===== config.mk =====
export PLATFORM = sky130hd
export DESIGN_NAME = mem_stage_controller_flat
export DESIGN_NICKNAME = d
export VERILOG_FILES = /design/src/rtl/mem_stage_if.sv /design/src/rtl/mem_stage_controller.sv /design/src/flat_wrapper.sv
export SDC_FILE = /design/constraint.sdc
export NUM_CORES = 1
export LEC_CHECK = 0
export CELL_PAD_IN_SITES_DETAIL_PLACEMENT = 1
export CELL_PAD_IN_SITES_GLOBAL_PLACEMENT = 1
export CORE_MARGIN = 2
export CORE_UTILIZATION = 25
export CTS_CLUSTER_DIAMETER = 40
export DETAILED_ROUTE_END_ITERATION = 7
export PLACE_DENSITY = 0.92
export SYNTH_ARGS = -nofsm -noshare
export SYNTH_HDL_FRONTEND = slang
export SYNTH_SLANG_ARGS = --single-unit

===== constraint.sdc =====
create_clock -name clk -period 4.1 [get_ports clk]
set_clock_uncertainty 0.2 [all_clocks]
set_input_delay 0.82 -clock clk [delete_from_list [all_inputs] [get_ports clk]]
set_output_delay 0.82 -clock clk [all_outputs]
set_load 0.03 [all_outputs]

===== src/rtl/mem_stage_if.sv =====
// MEM-stage bundle: EX/MEM request side, data-memory handshake and pipeline control outputs.
// The controller takes the master modport. The pipeline/memory model takes the slave modport.
interface mem_stage_if #(
    parameter int CNT_W = 16
);
    logic             mem_read;
    logic             mem_write;
    logic [31:0]      addr;
    logic [31:0]      wdata;
    logic             dmem_ready;
    logic             err_clear;
    logic             dmem_req;
    logic             dmem_we;
    logic [31:0]      dmem_addr;
    logic [31:0]      dmem_wdata;
    logic             stall;
    logic             mw_enable;
    logic             mw_bubble;
    logic             access_fault;
    logic             bus_error;
    logic [CNT_W-1:0] stall_cycles;

    modport master (
        input  mem_read, mem_write, addr, wdata, dmem_ready, err_clear,
        output dmem_req, dmem_we, dmem_addr, dmem_wdata, stall, mw_enable,
        output mw_bubble, access_fault, bus_error, stall_cycles
    );

    modport slave (
        output mem_read, mem_write, addr, wdata, dmem_ready, err_clear,
        input  dmem_req, dmem_we, dmem_addr, dmem_wdata, stall, mw_enable,
        input  mw_bubble, access_fault, bus_error, stall_cycles
    );
endinterface


===== src/rtl/mem_stage_controller.sv =====
// MEM-stage data-memory sequencer: variable-latency handshake, pipeline stall/bubble control,
// access-fault and timeout detection, saturating stall-cycle counter.
module mem_stage_controller #(
    parameter int TIMEOUT = 64,
    parameter int CNT_W   = 16
) (
    input  logic         clk,
    input  logic         rst,
    mem_stage_if.master  bus
);
    localparam logic [1:0] ST_IDLE  = 2'd0;
    localparam logic [1:0] ST_WAIT  = 2'd1;
    localparam logic [1:0] ST_ERROR = 2'd2;
    localparam logic [7:0] TIMEOUT_C = 8'(TIMEOUT);

    logic [1:0]       state_reg, state_next;
    logic [7:0]       wait_cnt_reg, wait_cnt_next;
    logic             bus_error_reg, bus_error_next;
    logic [CNT_W-1:0] stall_cycles_reg;

    logic access, fault, good;
    logic req, stall, bubble, afault;

    assign access = bus.mem_read | bus.mem_write;
    assign fault  = access & ((bus.addr[1:0] != 2'b00) | (bus.mem_read & bus.mem_write));
    assign good   = access & ~fault;

    always_comb begin
        state_next     = state_reg;
        wait_cnt_next  = wait_cnt_reg;
        bus_error_next = bus_error_reg;
        req            = 1'b0;
        stall          = 1'b0;
        bubble         = 1'b0;
        afault         = 1'b0;
        case (state_reg)
            ST_IDLE: begin
                if (fault) begin
                    afault = 1'b1;
                    bubble = 1'b1;
                end else if (good) begin
                    req = 1'b1;
                    if (!bus.dmem_ready) begin
                        stall         = 1'b1;
                        bubble        = 1'b1;
                        state_next    = ST_WAIT;
                        wait_cnt_next = 8'd1;
                    end
                end
            end
            ST_WAIT: begin
                req = 1'b1;
                // Completion takes priority over the timeout on the same cycle.
                if (bus.dmem_ready) begin
                    state_next    = ST_IDLE;
                    wait_cnt_next = 8'd0;
                end else begin
                    stall  = 1'b1;
                    bubble = 1'b1;
                    if (wait_cnt_reg < TIMEOUT_C) begin
                        wait_cnt_next = wait_cnt_reg + 8'd1;
                    end else begin
                        state_next     = ST_ERROR;
                        bus_error_next = 1'b1;
                    end
                end
            end
            ST_ERROR: begin
                bubble = 1'b1;
                if (bus.err_clear) begin
                    state_next     = ST_IDLE;
                    wait_cnt_next  = 8'd0;
                    bus_error_next = 1'b0;
                end else begin
                    stall = 1'b1;
                end
            end
            default: begin
                state_next    = ST_IDLE;
                wait_cnt_next = 8'd0;
            end
        endcase
    end

    always_ff @(posedge clk or posedge rst) begin
        if (rst) begin
            state_reg        <= ST_IDLE;
            wait_cnt_reg     <= 8'd0;
            bus_error_reg    <= 1'b0;
            stall_cycles_reg <= '0;
        end else begin
            state_reg     <= state_next;
            wait_cnt_reg  <= wait_cnt_next;
            bus_error_reg <= bus_error_next;
            if (stall && (stall_cycles_reg != '1)) begin
                stall_cycles_reg <= stall_cycles_reg + 1'b1;
            end
        end
    end

    // Reset gates the combinational outputs so a mid-access reset drops the request at once.
    assign bus.dmem_req     = req & ~rst;
    assign bus.dmem_we      = bus.mem_write & req & ~rst;
    assign bus.dmem_addr    = rst ? 32'd0 : {bus.addr[31:2], 2'b00};
    assign bus.dmem_wdata   = rst ? 32'd0 : bus.wdata;
    assign bus.stall        = stall & ~rst;
    assign bus.mw_enable    = 1'b1;
    assign bus.mw_bubble    = bubble & ~rst;
    assign bus.access_fault = afault & ~rst;
    assign bus.bus_error    = bus_error_reg;
    assign bus.stall_cycles = stall_cycles_reg;
endmodule


===== src/flat_wrapper.sv =====
// flat-port wrapper written by rule: the top's interface ports become plain ports
module mem_stage_controller_flat 
#(
    parameter int TIMEOUT = 64,
    parameter int CNT_W   = 16
)
  (clk, rst, bus_mem_read, bus_mem_write, bus_addr, bus_wdata, bus_dmem_ready, bus_err_clear, bus_dmem_req, bus_dmem_we, bus_dmem_addr, bus_dmem_wdata, bus_stall, bus_mw_enable, bus_mw_bubble, bus_access_fault, bus_bus_error, bus_stall_cycles);
  mem_stage_if #(.CNT_W(CNT_W)) bus_i ();
  input  logic clk;
  input  logic rst;
  input wire logic [$bits(bus_i.mem_read)-1:0] bus_mem_read;
  input wire logic [$bits(bus_i.mem_write)-1:0] bus_mem_write;
  input wire logic [$bits(bus_i.addr)-1:0] bus_addr;
  input wire logic [$bits(bus_i.wdata)-1:0] bus_wdata;
  input wire logic [$bits(bus_i.dmem_ready)-1:0] bus_dmem_ready;
  input wire logic [$bits(bus_i.err_clear)-1:0] bus_err_clear;
  output wire logic [$bits(bus_i.dmem_req)-1:0] bus_dmem_req;
  output wire logic [$bits(bus_i.dmem_we)-1:0] bus_dmem_we;
  output wire logic [$bits(bus_i.dmem_addr)-1:0] bus_dmem_addr;
  output wire logic [$bits(bus_i.dmem_wdata)-1:0] bus_dmem_wdata;
  output wire logic [$bits(bus_i.stall)-1:0] bus_stall;
  output wire logic [$bits(bus_i.mw_enable)-1:0] bus_mw_enable;
  output wire logic [$bits(bus_i.mw_bubble)-1:0] bus_mw_bubble;
  output wire logic [$bits(bus_i.access_fault)-1:0] bus_access_fault;
  output wire logic [$bits(bus_i.bus_error)-1:0] bus_bus_error;
  output wire logic [$bits(bus_i.stall_cycles)-1:0] bus_stall_cycles;
  assign bus_i.mem_read = bus_mem_read;
  assign bus_i.mem_write = bus_mem_write;
  assign bus_i.addr = bus_addr;
  assign bus_i.wdata = bus_wdata;
  assign bus_i.dmem_ready = bus_dmem_ready;
  assign bus_i.err_clear = bus_err_clear;
  assign bus_dmem_req = bus_i.dmem_req;
  assign bus_dmem_we = bus_i.dmem_we;
  assign bus_dmem_addr = bus_i.dmem_addr;
  assign bus_dmem_wdata = bus_i.dmem_wdata;
  assign bus_stall = bus_i.stall;
  assign bus_mw_enable = bus_i.mw_enable;
  assign bus_mw_bubble = bus_i.mw_bubble;
  assign bus_access_fault = bus_i.access_fault;
  assign bus_bus_error = bus_i.bus_error;
  assign bus_stall_cycles = bus_i.stall_cycles;
  mem_stage_controller #(.TIMEOUT(TIMEOUT), .CNT_W(CNT_W)) u_core (.clk(clk), .rst(rst), .bus(bus_i));
endmodule

==> results of run 1 <==
[layout by cell type, fill, tap and decap left out, drive strengths merged, types with 5 or more instances in the layout]
cell,Yosys,layout
nand4,5,5
nor2,9,9
clkdlybuf4s50,0,151
buf,9,7
nand2,11,11
xor2,12,12
inv,6,6
nand3,8,8
nor2b,63,63
dfrtp,27,27
a211oi,8,8
a21oi,8,8
[per-layer routing]
layer	global-route usage (%)	up-vias	share of wire [%]
met3	4.111	4	4.7
met4	1.208	0	0.69
met2	27.58	59	51
li1	-	1082	-
met1	22.63	1036	44
met5	0	-	0
[layout make-up]
type	count	area, um2
Tap cell	105	131.4
Timing Repair Buffer	158	1562
Inverter	6	22.52
Clock buffer	3	41.29
Clock inverter	1	7.507
Fill cell	948	4405
Multi-Input combinational cell	181	1289
Sequential cell	27	675.6
[how the worst min path moves through the flow]
stage | endpoint | slack [ps] | cells after the start
after floorplan | u_core.wait_cnt_reg[7] | 290 | 1
after global placement | u_core.bus.stall_cycles[9] | 280 | 1
after detailed placement | u_core.bus.stall_cycles[9] | 300 | 1
after CTS | u_core.bus.stall_cycles[9] | 320 | 1
after global routing | u_core.bus.stall_cycles[9] | 330 | 1
final | u_core.bus.stall_cycles[9] | 310 | 1
[synthesized netlist by cell type (2+ instances only)]
cell type	count	area, um2
nor3b_1	2	15.01
o41ai_1	2	17.52
clkbuf_1	8	30.03
a21oi_1	7	35.03
mux2i_1	2	20.02
nand3_1	7	35.03
nand3b_1	2	15.01
and2_1	2	12.51
or4_1	3	22.52
a2111oi_2	3	45.04
nor3_1	4	20.02
dfrtp_1	27	675.7
or2_1	2	12.51
nor4_1	2	12.51
nand4_1	4	25.02
mux2_1	3	33.78
inv_1	6	22.52
a211oi_2	7	87.58
conb_1	2	7.510
nand2_1	11	41.29
buf_4	3	22.52
nor2_1	9	33.78
buf_6	3	33.78
nand4b_1	2	17.52
and4_1	2	17.52
xor2_1	11	96.34
and3_1	4	25.02
ha_1	2	25.02
o31ai_1	4	30.03
buf_2	3	15.01
nor2b_1	63	394.1
o21ai_1	3	15.01
[worst max-delay path: stages]
cell             delay (ps)
clkdlybuf4s50_1         510
xor2_2                  220
buf_4                   160
a311oi_4                320
nor2_1                   80
clkdlybuf4s50_1         630
[logic make-up (layout without fill, tap and decap cells)]
kind of cell,Yosys count,in the layout,synth area share (%)
buffers and inverters,23,168,5.942
multiplexers,6,6,3.301
AND/OR/NAND/NOR,123,123,35.83
XOR/XNOR,12,12,5.402
other,2,3,0.3603
adder cells (fa/ha/maj),2,2,1.200
AO/OA/AOI/OAI,35,35,15.55
flip-flops,27,27,32.41
[per-stage QoR]
step / std cells / hold slack [ps] / instance area [um2]
6_report: 481 / 308.1 / 3729
5_1_grt: 481 / 334.6 / 3729
4_1_cts: 481 / 316.5 / 3729
3_5_place_dp: 477 / 300.8 / 3680
3_3_place_gp: 477 / 277.2 / 3680
2_1_floorplan: 231 / 292.2 / 2088
[power by group]
part | internal (mW) | total (mW) | switching (mW)
logic | 0.213 | 0.451 | 0.237
clock network | 0.0691 | 0.160 | 0.0906
registers | 0.298 | 0.346 | 0.0482
==> key figures, run 1 <==
Power and ir drop
  • P_leak: 1.463 nW
  • PwrDens: approximately 260 nW/um2
  • Max rail drop VDD: about 0.14 mV
  • Overall power: about 0.96 mW

GRT
  • Global-route wire length before repair: approximately 12,000 um
  • Vias in the first global route: approximately 2,300
  • Tot GR Track Use: 16.57%
  • Largest net degree at the start of global routing: 46
  • GRT overflow: 0
  • Initial antenna violation count: 0

Place
  • HPWL after detailed placement: between 6000 and 7000 um
  • Placer's final routability congestion estimate: 0.7736
  • DP Worst Slack: roughly 330 ps
  • IO Port Bufs: roughly 150

Finish
  • Max FFs per register: 16
  • ANT cells: 0
  • Nets@finish: 449
  • Fin util: between 40% and 50%
  • Area Overhead vs Synth: 78.87%
  • Layout cells sized above 1: 8.245%

Clock network
  • Cts bufs inserted: 3
  • Post-CTS Resized: 0
  • TritonCTS clock tree: built
  • Cts hold-fix bufs: 0
  • Clock latency on the worst-skew pair: 280 ps
  • CTS Root Cell: clkbuf_8
  • H-tree levels: 1
  • Post-CTS Setup Repair Bufs: 0
  • Clk slew on worst S/H paths: ~110 ps
  • Clock buffer depth: 2
  • CTS Sinks: 27

Floorplan
  • Placeable core area: between 8000 and 9000 um2
  • Die Width: ~95 um
  • Num ports: about 160
  • Cell Rows: 33
  • Area of the die: 9084 um2
  • Die Y: approximately 95 um
  • Initial core utilization: around 26%

Worst setup path
  • Crit. Startpoint: bus_mem_write
  • R2R cell count: 5
  • Launching point of the worst reg2reg path: u_core.bus.stall_cycles[1]
  • Worst-path fanout max: 5
  • Worst EP arrival: roughly 2800 ps
  • Capturing point of the worst reg2reg path: u_core.bus.stall_cycles[14]
  • CP Launch Type: input pin
  • Reg2reg setup slack: roughly 1700 ps
  • CP Capture Point: bus_stall
  • Worst EP required: 3080 ps
  • Critical Path End Type: primary output
  • Kind of critical path: in -> out

Hold path
  • Min-Delay Path Class: reg -> reg
  • Hold_sp: u_core.bus.stall_cycles[9]

Outcome
  • Outcome: complete, no violations

STA
  • Fin crit share: roughly 92%
  • Post-route minimum period: 3768 ps
  • Slew @ Worst Pin: about 800 ps
  • Max Transition Viols Final: 0
  • RSZ-0062 raised after global routing: false
  • Slew headroom: between 40% and 50%
  • Setup tns final: 0 ps
  • Peak Freq: 0.2654 GHz
  • PnR worst setup slack: between 300 and 400 ps
  • # setup viols final: 0
  • Final hold violations: 0

Synthesis
  • Post-synth cell types: 47
  • Post-synthesis sequential area ratio: between 30 and 40%
  • Netlist Area Pre-Place: 2084 um2
  • Synth Instances: 230
  • Synth async-reset ratio: 100.0%
  • Top_reg_cell synth: dfrtp_1
  • Avg Inst Size Synth: between 9 and 10 um2
  • Flops & latches, synth: 27
  • Post-synth EDFFs: 0
  • Yosys warns: 0

Detailed routing
  • Via density: ~4.5
  • DRT iter0 DRCs: 38
  • Routed len/inst: between 15 and 20 um
  • Routed Wire Length: ~8000 um
  • Antenna-violating nets left: 0
  • DRC Markers: 0
  • Via count: 2,181
  • 1st-pass router iterations: 3

Run
  • Max-capacitance violation count: 0
(Power assumes the default switching activity.)
==> run 2, diff against run 1 <==
- HOLD_SLACK_MARGIN: default -> 0.1
==> results of run 2 <==
Final layout, timing and power as in run 1 (identical DEF).
==> run 3, diff against run 2 <==
- CTS_CLUSTER_SIZE: default -> 25
==> results of run 3 <==
Final layout, timing and power as in run 1 (identical DEF).
